--- config.mk ---
export PLATFORM = sky130hd
export DESIGN_NAME = isp_blc_norm
export DESIGN_NICKNAME = d
export VERILOG_FILES = /design/src/rtl/isp_pkg.sv /design/src/rtl/isp_raw_pos_cnt.sv /design/src/rtl/isp_blc_norm.sv
export SDC_FILE = /design/constraint.sdc
export NUM_CORES = 1
export LEC_CHECK = 0
export ABC_AREA = 1
export CAP_MARGIN = 10
export CORE_MARGIN = 4
export CORE_UTILIZATION = 30
export CTS_CLUSTER_SIZE = 25
export DETAILED_ROUTE_END_ITERATION = 8
export PLACE_DENSITY = 0.46
export SLEW_MARGIN = 20
export SYNTH_ARGS = -nofsm -noshare
export SYNTH_HDL_FRONTEND = slang
export SYNTH_SLANG_ARGS = --single-unit
export TNS_END_PERCENT = 10
--- constraint.sdc ---
create_clock -name clk -period 9.4 [get_ports clk]
set_input_delay 1.88 -clock clk [delete_from_list [all_inputs] [get_ports clk]]
set_output_delay 1.88 -clock clk [all_outputs]
set_load 0.005 [all_outputs]
--- src/rtl/isp_pkg.sv ---
// Shared ISP definitions: Bayer pattern codes, RGGB channel indices and
// counter-width helpers used by the raw-domain stages.
package isp_pkg;

   typedef enum logic [1:0] {
      BAYER_RGGB = 2'd0,
      BAYER_GRBG = 2'd1,
      BAYER_GBRG = 2'd2,
      BAYER_BGGR = 2'd3
   } bayer_e;

   typedef enum logic [1:0] {
      CH_R  = 2'd0,
      CH_GR = 2'd1,
      CH_GB = 2'd2,
      CH_B  = 2'd3
   } chan_e;

   // Width needed to hold a count of 0..n.
   function automatic int cnt_w(input int n);
      return $clog2(n + 1);
   endfunction

   // Width of an index 0..n-1, never below one bit.
   function automatic int pos_w(input int n);
      return (n > 1) ? $clog2(n) : 1;
   endfunction

endpackage

--- src/rtl/isp_raw_pos_cnt.sv ---
// Raster position of the current enabled pixel; advances only on en so that
// stream gaps leave the position untouched.
module isp_raw_pos_cnt
   import isp_pkg::*;
#(
   parameter int WIDTH  = 1936,
   parameter int HEIGHT = 1088
) (
   input  logic                      clk,
   input  logic                      rst,
   input  logic                      en,
   output logic [pos_w(WIDTH)-1:0]   h_cnt,
   output logic [pos_w(HEIGHT)-1:0]  v_cnt
);

   localparam int H_W = pos_w(WIDTH);
   localparam int V_W = pos_w(HEIGHT);

   logic h_end, v_end;

   assign h_end = (h_cnt == H_W'(WIDTH - 1));
   assign v_end = (v_cnt == V_W'(HEIGHT - 1));

   always_ff @(posedge clk) begin
      if (rst) begin
         h_cnt <= '0;
         v_cnt <= '0;
      end else if (en) begin
         if (h_end) begin
            h_cnt <= '0;
            v_cnt <= v_end ? '0 : v_cnt + V_W'(1);
         end else begin
            h_cnt <= h_cnt + H_W'(1);
         end
      end
   end

endmodule

--- src/rtl/isp_blc_norm.sv ---
// Black-level subtract, per-channel gain and round/saturate on a raw Bayer
// stream, with a per-frame count of pixels that fell below black.
module isp_blc_norm
   import isp_pkg::*;
#(
   parameter int BITS      = 8,
   parameter int WIDTH     = 1936,
   parameter int HEIGHT    = 1088,
   parameter int GAIN_W    = 12,
   parameter int GAIN_FRAC = 8
) (
   input  logic                            clk,
   input  logic                            rst,
   input  logic [BITS-1:0]                 black_r,
   input  logic [BITS-1:0]                 black_gr,
   input  logic [BITS-1:0]                 black_gb,
   input  logic [BITS-1:0]                 black_b,
   input  logic [GAIN_W-1:0]               gain_r,
   input  logic [GAIN_W-1:0]               gain_gr,
   input  logic [GAIN_W-1:0]               gain_gb,
   input  logic [GAIN_W-1:0]               gain_b,
   input  logic                            gain_en,
   input  logic [1:0]                      bayer,
   input  logic [BITS-1:0]                 per_raw_data,
   input  logic                            per_raw_data_en,
   output logic [BITS-1:0]                 post_raw_data,
   output logic                            post_raw_data_en,
   output logic [cnt_w(WIDTH*HEIGHT)-1:0]  under_cnt,
   output logic                            frame_done
);

   localparam int CNT_W = cnt_w(WIDTH * HEIGHT);
   localparam int P_W   = BITS + GAIN_W;
   localparam int H_W   = pos_w(WIDTH);
   localparam int V_W   = pos_w(HEIGHT);
   localparam logic [GAIN_W-1:0] UNITY = GAIN_W'(1) << GAIN_FRAC;
   localparam logic [P_W:0]      HALF  = (P_W + 1)'(1) << (GAIN_FRAC - 1);
   localparam logic [P_W:0]      MAXV  = (P_W + 1)'((1 << BITS) - 1);

   typedef struct packed {
      logic [BITS-1:0]   blk_r, blk_gr, blk_gb, blk_b;
      logic [GAIN_W-1:0] g_r, g_gr, g_gb, g_b;
      logic              gain_en;
      logic [1:0]        bayer;
   } cfg_t;

   logic [H_W-1:0]    h_cnt;
   logic [V_W-1:0]    v_cnt;
   logic              first, last;
   cfg_t              cfg_in, sh, cfg;
   chan_e             chan;
   logic [BITS-1:0]   blk;
   logic [GAIN_W-1:0] gsel, g_eff;
   logic              under;

   logic [3:1]        vld_pipe;
   logic [BITS-1:0]   s1_sub;
   logic [GAIN_W-1:0] s1_g;
   logic [P_W-1:0]    s2_prod;
   logic [P_W:0]      rnd, shifted;
   logic [BITS-1:0]   sat;
   logic [CNT_W-1:0]  acc;

   isp_raw_pos_cnt #(.WIDTH(WIDTH), .HEIGHT(HEIGHT)) u_pos (
      .clk   (clk),
      .rst   (rst),
      .en    (per_raw_data_en),
      .h_cnt (h_cnt),
      .v_cnt (v_cnt)
   );

   assign first = (h_cnt == '0) && (v_cnt == '0);
   assign last  = (h_cnt == H_W'(WIDTH - 1)) && (v_cnt == V_W'(HEIGHT - 1));

   assign cfg_in = '{blk_r: black_r, blk_gr: black_gr, blk_gb: black_gb, blk_b: black_b,
                     g_r: gain_r, g_gr: gain_gr, g_gb: gain_gb, g_b: gain_b,
                     gain_en: gain_en, bayer: bayer};

   // The (0,0) pixel already uses the values being latched on its own edge.
   assign cfg = first ? cfg_in : sh;

   always_ff @(posedge clk) begin
      if (rst) begin
         sh <= '{blk_r: '0, blk_gr: '0, blk_gb: '0, blk_b: '0,
                 g_r: UNITY, g_gr: UNITY, g_gb: UNITY, g_b: UNITY,
                 gain_en: 1'b0, bayer: BAYER_RGGB};
      end else if (per_raw_data_en && first) begin
         sh <= cfg_in;
      end
   end

   assign chan = chan_e'({v_cnt[0] ^ cfg.bayer[1], h_cnt[0] ^ cfg.bayer[0]});

   always_comb begin
      blk  = cfg.blk_r;
      gsel = cfg.g_r;
      case (chan)
         CH_GR:   begin blk = cfg.blk_gr; gsel = cfg.g_gr; end
         CH_GB:   begin blk = cfg.blk_gb; gsel = cfg.g_gb; end
         CH_B:    begin blk = cfg.blk_b;  gsel = cfg.g_b;  end
         default: begin blk = cfg.blk_r;  gsel = cfg.g_r;  end
      endcase
   end

   assign g_eff = cfg.gain_en ? gsel : UNITY;
   assign under = (per_raw_data < blk);

   // Gain travels with the pixel so a new frame's shadows cannot reach
   // pixels of the previous frame still in flight.
   always_ff @(posedge clk) begin
      if (rst) begin
         vld_pipe <= '0;
         s1_sub   <= '0;
         s1_g     <= '0;
         s2_prod  <= '0;
      end else begin
         vld_pipe <= {vld_pipe[2:1], per_raw_data_en};
         if (per_raw_data_en) begin
            s1_sub <= (per_raw_data > blk) ? per_raw_data - blk : '0;
            s1_g   <= g_eff;
         end
         if (vld_pipe[1])
            s2_prod <= P_W'(s1_sub) * P_W'(s1_g);
      end
   end

   assign rnd     = {1'b0, s2_prod} + HALF;
   assign shifted = rnd >> GAIN_FRAC;
   assign sat     = (shifted > MAXV) ? MAXV[BITS-1:0] : shifted[BITS-1:0];

   always_ff @(posedge clk) begin
      if (rst)
         post_raw_data <= '0;
      else if (vld_pipe[2])
         post_raw_data <= sat;
   end

   assign post_raw_data_en = vld_pipe[3];

   always_ff @(posedge clk) begin
      if (rst) begin
         acc        <= '0;
         under_cnt  <= '0;
         frame_done <= 1'b0;
      end else begin
         frame_done <= per_raw_data_en && last;
         if (per_raw_data_en) begin
            if (last) begin
               under_cnt <= acc + CNT_W'(under);
               acc       <= '0;
            end else begin
               acc <= acc + CNT_W'(under);
            end
         end
      end
   end

endmodule

==> run summary <==
Grt met2 use - 0.264
Layer with the highest usage - met2
Syn_area_per_cell - 7.08 um^2
Seq pwr share - 0.430
CP max stage cell - nand2_2
Min Tclk post-route - 6.20 ns
Worst vdd ir - 0.132 mV
Synth cell types - 49
Design area - 14,800 um^2
Post-synth top area cell - dfxtp_1
Hold Fails Final Rpt - 0
Reg area - 3880 um^2
First-pass GRT wire length - 59,100 um
TritonCTS Buffers - 17
Fraction of layout cells with a size suffix above 1 - 0.0477
Commonest cells after routing, fill and taps aside - nand2_1 (394), inv_1 (276), dfxtp_1 (194), nor2_1 (157), o21ai_0 (142)
Primary FF master, synth - dfxtp_1
Setup WS post-layout - 3.20 ns
Final wirelength - 35,000 um
Sw Ratio - 0.326
Largest stage delay, worst path - 0.59 ns
TritonCTS clock tree - built
Placed instance count - 2,372
Max transition margin - 0.337
Post-CTS Hold Buffers - 0
First-pass DRT Iterations - 5
Core area - 41,900 um^2
Pre-CTS setup slack - 2.76 ns
Power Dens Cells - 148 nW/um^2
Routed length per instance - 14.6 um
Combinational share of power - 0.224
Die area - 45,800 um^2
Clock Power Share - 0.346
Crit share post-route - 0.660
Grt ovf - 0
Unrepaired setup endpoints after global routing - no
Setup violators final - 0
Worst-path fanout max - 38
CTS Sinks - 194
Final HPWL DP - 25,900 um
Placement row count - 75
Max clock buf depth - 2
Fill cell count - 4,477
Via density - 4.67
Cells along the critical path - clkdlybuf4s50_1 > inv_1 > nand4_1 > nand3_1 > nand2_2 > nand2_2 > o2111ai_1 > ha_1 > fa_1 > o21ai_0 > nand2_1 > nand3_1 > inv_1 > ha_1 > ha_1 > nand4_1 > nor2_1 > nand4_1 > nor2_1 > nand3_1 > xor2_1 > nand2_1 > a21oi_1
Starting Density - 0.303
Synthesized Nets - 2,003
Layout Cells excl Fill - 2,404
Port Buffer Count - 125
Post-CTS setup buffer count - 0
Post-synthesis cell area - 12,700 um^2
Die width - 214 um
Die extent in y - 214 um
Clock root cell - clkbuf_16
Ant diodes - 0
Synth Warn # - 0
Residual DRC - 0
Post_cts resized - 0
Slew @ Worst Pin - 0.994 ns
Synth top area cells - dfxtp_1 (31%), nand2_1 (12%), fa_1 (9.4%)
Outcome - complete, no violations
Max Clock Skew - 0.0168 ns
CTS clk-pin slew, worst paths - 0.07 ns
Sequential area share after synthesis - 0.305
Kind of critical path - input port to register
P_sw - 0.718 mW
Overall Global Routing Usage - 0.157
Routed vias - 11,200
Largest net degree at the start of global routing - 83
Post-synth EDFFs - 0
Max-capacitance violation count - 0
Setup crit start kind - input port
# IOs - 126
Grt met3 use - 0.0238
Nets@finish - 2,058
Synthesized instance count - 1,797
WHS - 0.451 ns
Vias in the first global route - 11,200
Pint - 1.48 mW
Fmax - 161 MHz
Post-DRT Antenna Nets - 0
First DRT Iteration DRCs - 603
Met1 usage - 0.210
Synth top area share - 0.305
Post-synth ARST share - 0
Setup_tns - 0 ns
Gp weighted congestion - 0.812
Tightest Hold Check Type - register to register
H-tree depth - 4
Clk_lat worst skew - 0.46 ns
Placed Area - 14,300 um^2
Leading cell type in the layout, fill and taps excluded - nand2_1
Crit end category - register
Max-slew violation count - 0
Antenna violations before repair - 0
Critical path data arrival time - 6.59 ns
Multi-input logic area - 7340 um^2
Pleak - 6.87 nW
Worst Path Required - 9.79 ns
FF+latch count, synth - 194
P&R area growth vs syn - 16.7%
## through the flow
stage	util	power, mW
final	0.354	2.20
after global routing	0.354	2.35
after CTS	0.354	2.24
after detailed placement	0.340	1.47
after global placement	0.340	1.46
after floorplan	-	1.30
## registers in the layout, summed over array words and instances, names as in the netlist
| signal | flops |
|---|---|
| u_pos.v_cnt | 11 |
| post_raw_data | 8 |
| u_pos.h_cnt | 11 |
| vld_pipe | 3 |
| s1_g | 12 |
| under_cnt | 22 |
| s1_sub | 8 |
| sh | 83 |
| s2_prod | 13 |
| frame_done | 1 |
| acc | 22 |
## worst paths after layout
check | from | endpoint | slack [ns] | depth (start not counted)
max | bayer[0] | acc[20] | 3.20 | 23
min | under_cnt[21] | under_cnt[21] | 0.45 | 2
max reg2reg | u_pos.v_cnt[0] | acc[20] | 3.70 | 28
min reg2reg | under_cnt[21] | under_cnt[21] | 0.45 | 2
## per-layer routing
| metal | vias to the layer above | wire (um) |
|---|---|---|
| met5 | - | 0 |
| met4 | 0 | 650 |
| met3 | 31 | 947 |
| met2 | 158 | 16500 |
| met1 | 5181 | 16800 |
| li1 | 5855 | - |
## layout make-up
class | count | share of cell area
Timing Repair Buffer | 131 | 0.0872
Tap cell | 539 | 0.0454
Multi-Input combinational cell | 1227 | 0.495
Clock buffer | 19 | 0.0292
Inverter | 281 | 0.0711
Sequential cell | 194 | 0.262
Clock inverter | 13 | 0.0106
## power by group through the flow
stage	Clock, mW	Sequential, mW	Combinational (mW)
global route	0.821	0.954	0.571
global placement	0	0.963	0.497
detailed placement	0	0.965	0.500
finish	0.761	0.945	0.494
CTS	0.790	0.946	0.503
floorplan	0	0.918	0.384
## cell families after synthesis
kind of cell,count (synthesis),synth area share
AOI/OAI and AO/OA,362,0.167
and+or+nand+nor,717,0.240
adders and majority gates,112,0.146
xor gates and xnor gates,36,0.0248
buffers and inverters,376,0.117
DFF,194,0.305
## critical path: cells and delay by family
kind,cells,cell delay (ns)
xor gates and xnor gates,1,0.19
and+or+nand+nor,12,2.34
AOI/OAI and AO/OA,3,0.63
buffers and inverters,3,0.66
adders and majority gates,4,0.85
## cells in the mapped netlist, types with 3 or more instances
cell type    n
a21oi_1    102
o31ai_1      3
nand2_1    394
a22o_1      17
buf_1        3
nor3b_1      4
ha_1        52
clkbuf_1    59
inv_1      276
o221ai_1     5
xor2_1      26
nor2_1     158
a31oi_1      4
buf_6        3
nor4_1       3
nand4_1     14
dfxtp_1    194
a211oi_1    55
nor2_4       6
inv_2        4
nand3_2      3
fa_1        60
o21ai_1     10
buf_2       24
nand3_1     86
xnor2_1     10
a21oi_2      7
nor3_1      15
o21ai_0    142
buf_4        5
o211ai_1     6
nand2_2      6
nor2_2       7
or2_2       14
(Power assumes the default switching activity.)
